### src/rtl/noc_yx_packet_injector.sv
// Local-port packet injector for the YX mesh NoC: request -> HEAD, BODY..., TAIL flits.
// Optional packet counter built only when NOC_INJ_PKTCNT_EN is defined.
module noc_yx_packet_injector #(
    parameter int DATA_W  = 32,
    parameter int MAX_LEN = 8,
    parameter int LEN_W   = 4
) (
    input  logic              clk_i,
    input  logic              rst_ni,
    input  logic [7:0]        router_addr_i,
    input  logic              req_valid_i,
    output logic              req_ready_o,
    input  logic [7:0]        req_dest_i,
    input  logic [LEN_W-1:0]  req_len_i,
    input  logic              pld_valid_i,
    output logic              pld_ready_o,
    input  logic [DATA_W-1:0] pld_data_i,
    output logic              flit_valid_o,
    input  logic              flit_ready_i,
    output logic [DATA_W+1:0] flit_data_o,
    output logic              busy_o,
    output logic              len_err_o,
    output logic [15:0]       pkt_count_o
);
    localparam logic [1:0]       FT_HEAD   = 2'b00;
    localparam logic [1:0]       FT_BODY   = 2'b01;
    localparam logic [1:0]       FT_TAIL   = 2'b10;
    localparam logic [1:0]       FT_HT     = 2'b11;
    localparam logic [LEN_W-1:0] MAX_LEN_L = LEN_W'(MAX_LEN);
    localparam logic [LEN_W-1:0] ONE_L     = LEN_W'(1);

    typedef enum logic [1:0] {ST_IDLE, ST_HEAD, ST_BODY} state_e;

    state_e            state_q, state_d;
    logic [7:0]        dest_q, dest_d;
    logic [LEN_W-1:0]  len_q, len_d;
    logic [LEN_W-1:0]  rem_q, rem_d;
    logic              len_err_q, len_err_d;
    logic [DATA_W-1:0] head_data;

    always_comb begin
        head_data                = '0;
        head_data[7:0]           = dest_q;
        head_data[15:8]          = router_addr_i;
        head_data[15+LEN_W:16]   = len_q;
    end

    always_comb begin
        state_d      = state_q;
        dest_d       = dest_q;
        len_d        = len_q;
        rem_d        = rem_q;
        len_err_d    = 1'b0;
        req_ready_o  = 1'b0;
        pld_ready_o  = 1'b0;
        flit_valid_o = 1'b0;
        flit_data_o  = '0;
        case (state_q)
            ST_IDLE: begin
                req_ready_o = 1'b1;
                if (req_valid_i) begin
                    dest_d  = req_dest_i;
                    state_d = ST_HEAD;
                    if (req_len_i > MAX_LEN_L) begin
                        len_d     = MAX_LEN_L;
                        len_err_d = 1'b1;
                    end else begin
                        len_d = req_len_i;
                    end
                end
            end
            ST_HEAD: begin
                flit_valid_o = 1'b1;
                flit_data_o  = {(len_q == '0) ? FT_HT : FT_HEAD, head_data};
                if (flit_ready_i) begin
                    rem_d   = len_q;
                    state_d = (len_q == '0) ? ST_IDLE : ST_BODY;
                end
            end
            ST_BODY: begin
                // Payload passes straight through; the router's ready is the core's ready.
                flit_valid_o = pld_valid_i;
                pld_ready_o  = flit_ready_i;
                flit_data_o  = {(rem_q == ONE_L) ? FT_TAIL : FT_BODY, pld_data_i};
                if (pld_valid_i && flit_ready_i) begin
                    rem_d = rem_q - ONE_L;
                    if (rem_q == ONE_L) begin
                        state_d = ST_IDLE;
                    end
                end
            end
            default: state_d = ST_IDLE;
        endcase
        if (!rst_ni) begin
            req_ready_o  = 1'b0;
            pld_ready_o  = 1'b0;
            flit_valid_o = 1'b0;
        end
    end

    always_ff @(posedge clk_i) begin
        if (!rst_ni) begin
            state_q   <= ST_IDLE;
            dest_q    <= '0;
            len_q     <= '0;
            rem_q     <= '0;
            len_err_q <= 1'b0;
        end else begin
            state_q   <= state_d;
            dest_q    <= dest_d;
            len_q     <= len_d;
            rem_q     <= rem_d;
            len_err_q <= len_err_d;
        end
    end

    assign busy_o    = rst_ni && (state_q != ST_IDLE);
    assign len_err_o = len_err_q;

`ifdef NOC_INJ_PKTCNT_EN
    logic [15:0] pkt_cnt_q, pkt_cnt_d;
    logic        pkt_done;

    // TAIL and HEAD+TAIL are the only flit types with the upper type bit set.
    assign pkt_done = flit_valid_o && flit_ready_i && flit_data_o[DATA_W+1];

    always_comb begin
        pkt_cnt_d = pkt_done ? pkt_cnt_q + 16'd1 : pkt_cnt_q;
    end

    always_ff @(posedge clk_i) begin
        if (!rst_ni) begin
            pkt_cnt_q <= '0;
        end else begin
            pkt_cnt_q <= pkt_cnt_d;
        end
    end

    assign pkt_count_o = pkt_cnt_q;
`else
    assign pkt_count_o = 16'h0;
`endif

endmodule

### config.mk
export PLATFORM = sky130hd
export DESIGN_NAME = noc_yx_packet_injector
export DESIGN_NICKNAME = d
export VERILOG_FILES = /design/src/rtl/noc_yx_packet_injector.sv
export SDC_FILE = /design/constraint.sdc
export NUM_CORES = 1
export LEC_CHECK = 0
export CORE_MARGIN = 3
export CORE_UTILIZATION = 25
export DETAILED_ROUTE_END_ITERATION = 12
export SLEW_MARGIN = 15
export SYNTH_ARGS = -nofsm -noshare
export SYNTH_HDL_FRONTEND = slang
export SYNTH_SLANG_ARGS = --single-unit
### constraint.sdc
create_clock -name clk_i -period 1.9 [get_ports clk_i]
set_input_delay 0.285 -clock clk_i [delete_from_list [all_inputs] [get_ports clk_i]]
set_output_delay 0.285 -clock clk_i [all_outputs]
set_load 0.1 [all_outputs]
# After elaboration in Yosys (flattened, before gate mapping)
# Index checks and enable logic that the tools add are counted.
dict set report totals {
  reg_bits 19
  in_bits 57
  out_inout_bits 55
  elab_cells 44
}
dict set report classes {
  n_addsub 1
  n_lt_le_gt_ge 1
  n_eq_ne 7
  muxes 20
  reduce_logical 10
}
# cell n
set ops {}
lappend ops {{$pmux 34 s2} 1}
lappend ops {{$mux 2} 7}
lappend ops {{$mux 4} 3}
lappend ops {{$ne 2x2->1 const B} 4}
lappend ops {{$pmux 4 s2} 1}
lappend ops {{$mux 1} 6}
lappend ops {{$pmux 2 s3} 1}
lappend ops {{$reduce_and 3->1} 2}
lappend ops {{$eq 4x1->1 const B} 1}
lappend ops {{$gt 4x4->1 const B} 1}
lappend ops {{$logic_not 4->1} 1}
lappend ops {{$reduce_and 4->1} 1}
lappend ops {{$reduce_bool 2->1} 2}
lappend ops {{$sub 4x1->4 const B} 1}
lappend ops {{$eq 2x1->1 const B} 1}
lappend ops {{$eq 2x2->1 const B} 1}
lappend ops {{$logic_and 1x1->1} 2}
lappend ops {{$logic_not 2->1} 1}
lappend ops {{$pmux 1 s2} 1}
lappend ops {{$reduce_and 2->1} 1}

# Depth between registers and ports, before layout
# Gate-level depths: netlist of the first run.
dict set report depth {
  ltp_word 4
  depth_mapped 7
}

# Least setup slack after synthesis of the first run
# No wires, ideal clock.
dict set report synth_timing {
  kind {register to output}
  from {register state_q[0]}
  to {output flit_data_o[33]}
  t_arrival_ns 3.309
  t_required_ns 1.615
  setup_slack_ns -1.694
  stages_incl_launch_ff 7
  path_cell_list {dfxtp_1 inv_1 ha_1 buf_6 inv_6 or3_1 a21boi_0}
}
dict set report synth_via {
  elab_chain_len 2
}
# item line
set synth_lines {}
lappend synth_lines {{from (decl)} 34} ;# state_e state_q, state_d;
lappend synth_lines {{from (signal assigned)} 109} ;# state_q <= state_d;
lappend synth_lines {{$eq 2x2->1 or $eq 2x1->1 (tied branches)} 58} ;# case (state_q)
lappend synth_lines {{$pmux 34 s2 *} 58}
lappend synth_lines {{to (decl)} 20} ;# output logic [DATA_W+1:0] flit_data_o,
# Mark *: on every way between the ends. The rest lies on a longest branch, timed or not.

# Worst setup path after layout of the first run
dict set report layout_timing {
  from {register state_q[1]}
  to {output flit_data_o[19]}
}
# Same word-level chain as after synthesis.

==> summary.md, run 1 <==
| Metric | Value |
|---|---|
| Status | `complete, but fails checks` |
| Failing checks | `negative setup slack` |
| Leading cell type in the layout, fill and taps excluded | `clkdlybuf4s50_1` |
| Die area | `around 6600 um^2` |
| Hold WC Path Type | `register to register` |
| Synthesized cell area | `1400 um^2` |
| First-pass DRT Iterations | `4` |
| Hold slack | `roughly 0.47 ns` |
| DRT Wirelength | `around 5.7 mm` |
| Starting DRT DRC Count | `between 90 and 100` |
| RSZ-0062 raised after global routing | `yes` |
| Setup TNS | `-1.45 ns` |
| Vias per cell | `roughly 4.7` |
| Layout cells sized above 1 | `about 40%` |
| Antenna cell count | `0` |
| Syn avg cell area | `7.80 um^2` |
| Post-synth top area share | `between 20% and 30%` |
| Clk slew on worst S/H paths | `0.07 ns` |
| Gate Count Post-Synth | `180` |
| Fmax | `around 500 MHz` |
| Commonest cells after routing, fill and taps aside | `56 x clkdlybuf4s50_1, 39 x buf_12, 31 x nand2_1` |
| Clock network latency to the later pin of the worst-skew pair | `0.26 ns` |
| Tmin final | `~2.0 ns` |
| Hold buffers post-CTS | `0` |
| CP startpoint kind | `register` |
| GRT overflow | `0` |
| Largest net degree at the start of global routing | `17` |
| Nets | `between 300 and 400` |
| Crit. End Element | `output port` |
| DP Worst Slack | `roughly 0.063 ns` |
| Max incr delay on CP | `~0.35 ns` |
| Final setup vio count | `21` |
| Drt drc | `0` |
| Layout area overhead | `132%` |
| IR drop worst, VDD | `between 0.9 and 1 mV` |
| Ys Warns | `0` |
| Cell variety after synth | `37` |
| Die Ht | `80.9 um` |
| Crit path max-delay family | `buffers and inverters` |
| # port buffers | `95` |
| Dpl cells | `~340` |
| Area leader, netlist | `dfxtp_1` |
| Hold Violations, Final | `0` |
| Initial antenna violation count | `0` |
| DR vias | `approximately 1,700` |
| H-tree depth | `1` |
| Filler cells | `around 440` |
| Critical path buffers and inverters | `3` |
| Combinational group share of total power | `between 70% and 80%` |
| # IOs | `about 110` |
| Vias in the first global route | `between 1,500 and 2,000` |
| Worst r2r src | `state_q[1]$_SDFFE_PN0P_` |
| TritonCTS Buffers | `3` |
| Layout Skew | `0.00128 ns` |
| Fin. max-slew vios | `0` |
| Main synth FF type | `dfxtp_1` |
| Final worst slack | `-0.0812 ns` |
| CP Max Fanout | `5` |
| CP max stage cell | `dfxtp_2` |
| CTS tree | `built` |
| Placer Congestion | `0.760` |
| Number of synthesized flops with an enable pin | `0` |
| Layout Cells excl Fill | `between 300 and 400` |
| Leak Pwr | `around 1.3 nW` |
| Power Density | `840 nW/um^2` |
| Sequential area share after synthesis | `27.1%` |
| Die Wd | `about 80 um` |
| Worst Path Arrival | `between 1.5 and 2 ns` |
| Hpwl dp | `approximately 4.1 mm` |
| CP Cell Sequence | `inv_2, ha_4, and2_4, buf_16, a22o_4, buf_12` |
| Switch share | `between 50 and 60%` |
| Ys async rst share | `0%` |
| WL per Instance | `between 15 and 20 um` |
| Synth area leaders | `dfxtp_1 27%, a22o_1 12%, buf_4 8.6%, nand2_1 8.6%, a21oi_1 6.4%` |
| Placed cell areas | `between 2000 and 3000 um^2` |
| Power share of the clock group | `10.5%` |
| Max-cap violations | `0` |
| Critical path class | `register to output port` |
| Gr usage total | `17.0%` |
| Post-synthesis register bit count | `19` |
| Clk Tree Root Cell | `clkbuf_8` |
| Starting density of the core | `approximately a quarter` |
| Post-route cell area | `approximately 3300 um^2` |
| Core Area | `~5300 um^2` |
| Hold path startpoint | `dest_q[1]$_SDFFE_PN0P_` |
| Sequential Power Share | `roughly 18%` |
| CTS Buffer Depth | `2` |
| Switching power | `around 1.4 mW` |
| # clock sinks | `19` |
| CP startpoint | `state_q[1]$_SDFFE_PN0P_` |
| Final worst path period share | `104%` |
| # rows | `26` |
| First-pass GRT wire length | `8.61 mm` |
| Routed Antenna Nets | `0` |
| Worst EP required | `about 1.6 ns` |
| Int Power | `around 1.3 mW` |
-- cell families (layout without fill, tap and decap cells) --
group                    Yosys count  count (layout)  share of synthesized area (%)
AO/OA/AOI/OAI                     50              50                           25.5
buffers and inverters             33             120                           14.5
AND/OR/NAND/NOR                   67              68                           23.8
flip-flops                        19              19                           27.1
adder cells (fa/ha/maj)            7               7                           6.24
multiplexers                       3               3                           2.58
other                              1              16                          0.267
-- per-layer routing --
metal  wire length [um]  global-route usage, %
met3                256                   2.00
met5                  0                      0
met1               2330                   22.1
met2               3110                   30.5
met4                 15                   2.36
-- path summary, 6_finish.rpt --
path | slack (ns) | end | cells past startpoint
setup / recovery | -0.08 | flit_data_o[19] | 6
hold / removal | 0.47 | dest_q[1]$_SDFFE_PN0P_ | 2
hold reg to reg | 0.47 | dest_q[1]$_SDFFE_PN0P_ | 2
setup reg to reg | 0.23 | state_q[1]$_SDFFE_PN0P_ | 6
-- power groups by stage --
stage	sequential, mW	clock (mW)	combinational [mW]
floorplan	0.498	0	1.13
global placement	0.494	0	1.70
detailed placement	0.495	0	1.71
CTS	0.501	0.294	1.91
global route	0.507	0.312	2.03
finish	0.502	0.288	1.94
-- flip-flops by register name, summed over array words and instances, names as in the netlist --
register,flops
dest_q,8
len_err_o,1
len_q,4
rem_q,4
state_q,2
-- worst reg2reg max path: cells and delay by family (launching register included) --
family                   cells  cell delay, ns
AO/OA/AOI/OAI                2            0.46
adder cells (fa/ha/maj)      1            0.17
buffers and inverters        2            0.31
multiplexers                 1            0.30
flip-flops                   1            0.34
-- layout make-up --
class	instances	area [um^2]	share of cell area, %
repair buffers	110	1520	46.8
clock buffers	4	45.0	1.38
flip-flops and latches	19	383	11.8
well taps	70	87.6	2.69
multi-input cells	144	1190	36.5
inverters	6	30.0	0.923
-- Yosys cell counts, types with 4 or more instances --
| cell | n |
|---|---|
| buf_4 | 16 |
| a21oi_1 | 18 |
| and2_1 | 4 |
| buf_2 | 6 |
| clkbuf_1 | 4 |
| a22o_1 | 20 |
| inv_1 | 4 |
| nand2_1 | 32 |
| ha_1 | 7 |
| dfxtp_1 | 19 |
| nor2_1 | 6 |
| and3_1 | 12 |
-- metrics by stage --
step | util (%) | power [mW]
6_report | 61.7 | 2.73
5_1_grt | 61.7 | 2.85
4_1_cts | 61.1 | 2.71
3_5_place_dp | 54.4 | 2.21
3_3_place_gp | 54.4 | 2.19
2_1_floorplan | - | 1.63
-- what timing repair did --
item	in CTS	in global routing
setup endpoints to repair	35	35
gates cloned	4	0
pin swaps	24	4
setup buffers	3	0
gates resized for setup	41	8
Power figures use the tool's default switching activity.
==> run 2: changes to the inputs <==
--- a/config.mk
+++ b/config.mk
@@ -8,6 +8,7 @@
 export CORE_MARGIN = 3
 export CORE_UTILIZATION = 25
 export DETAILED_ROUTE_END_ITERATION = 12
+export HOLD_SLACK_MARGIN = 0.15
 export SLEW_MARGIN = 15
 export SYNTH_ARGS = -nofsm -noshare
 export SYNTH_HDL_FRONTEND = slang
==> results of run 2 <==
No change in the layout: final DEF, timing and power equal those of run 1.
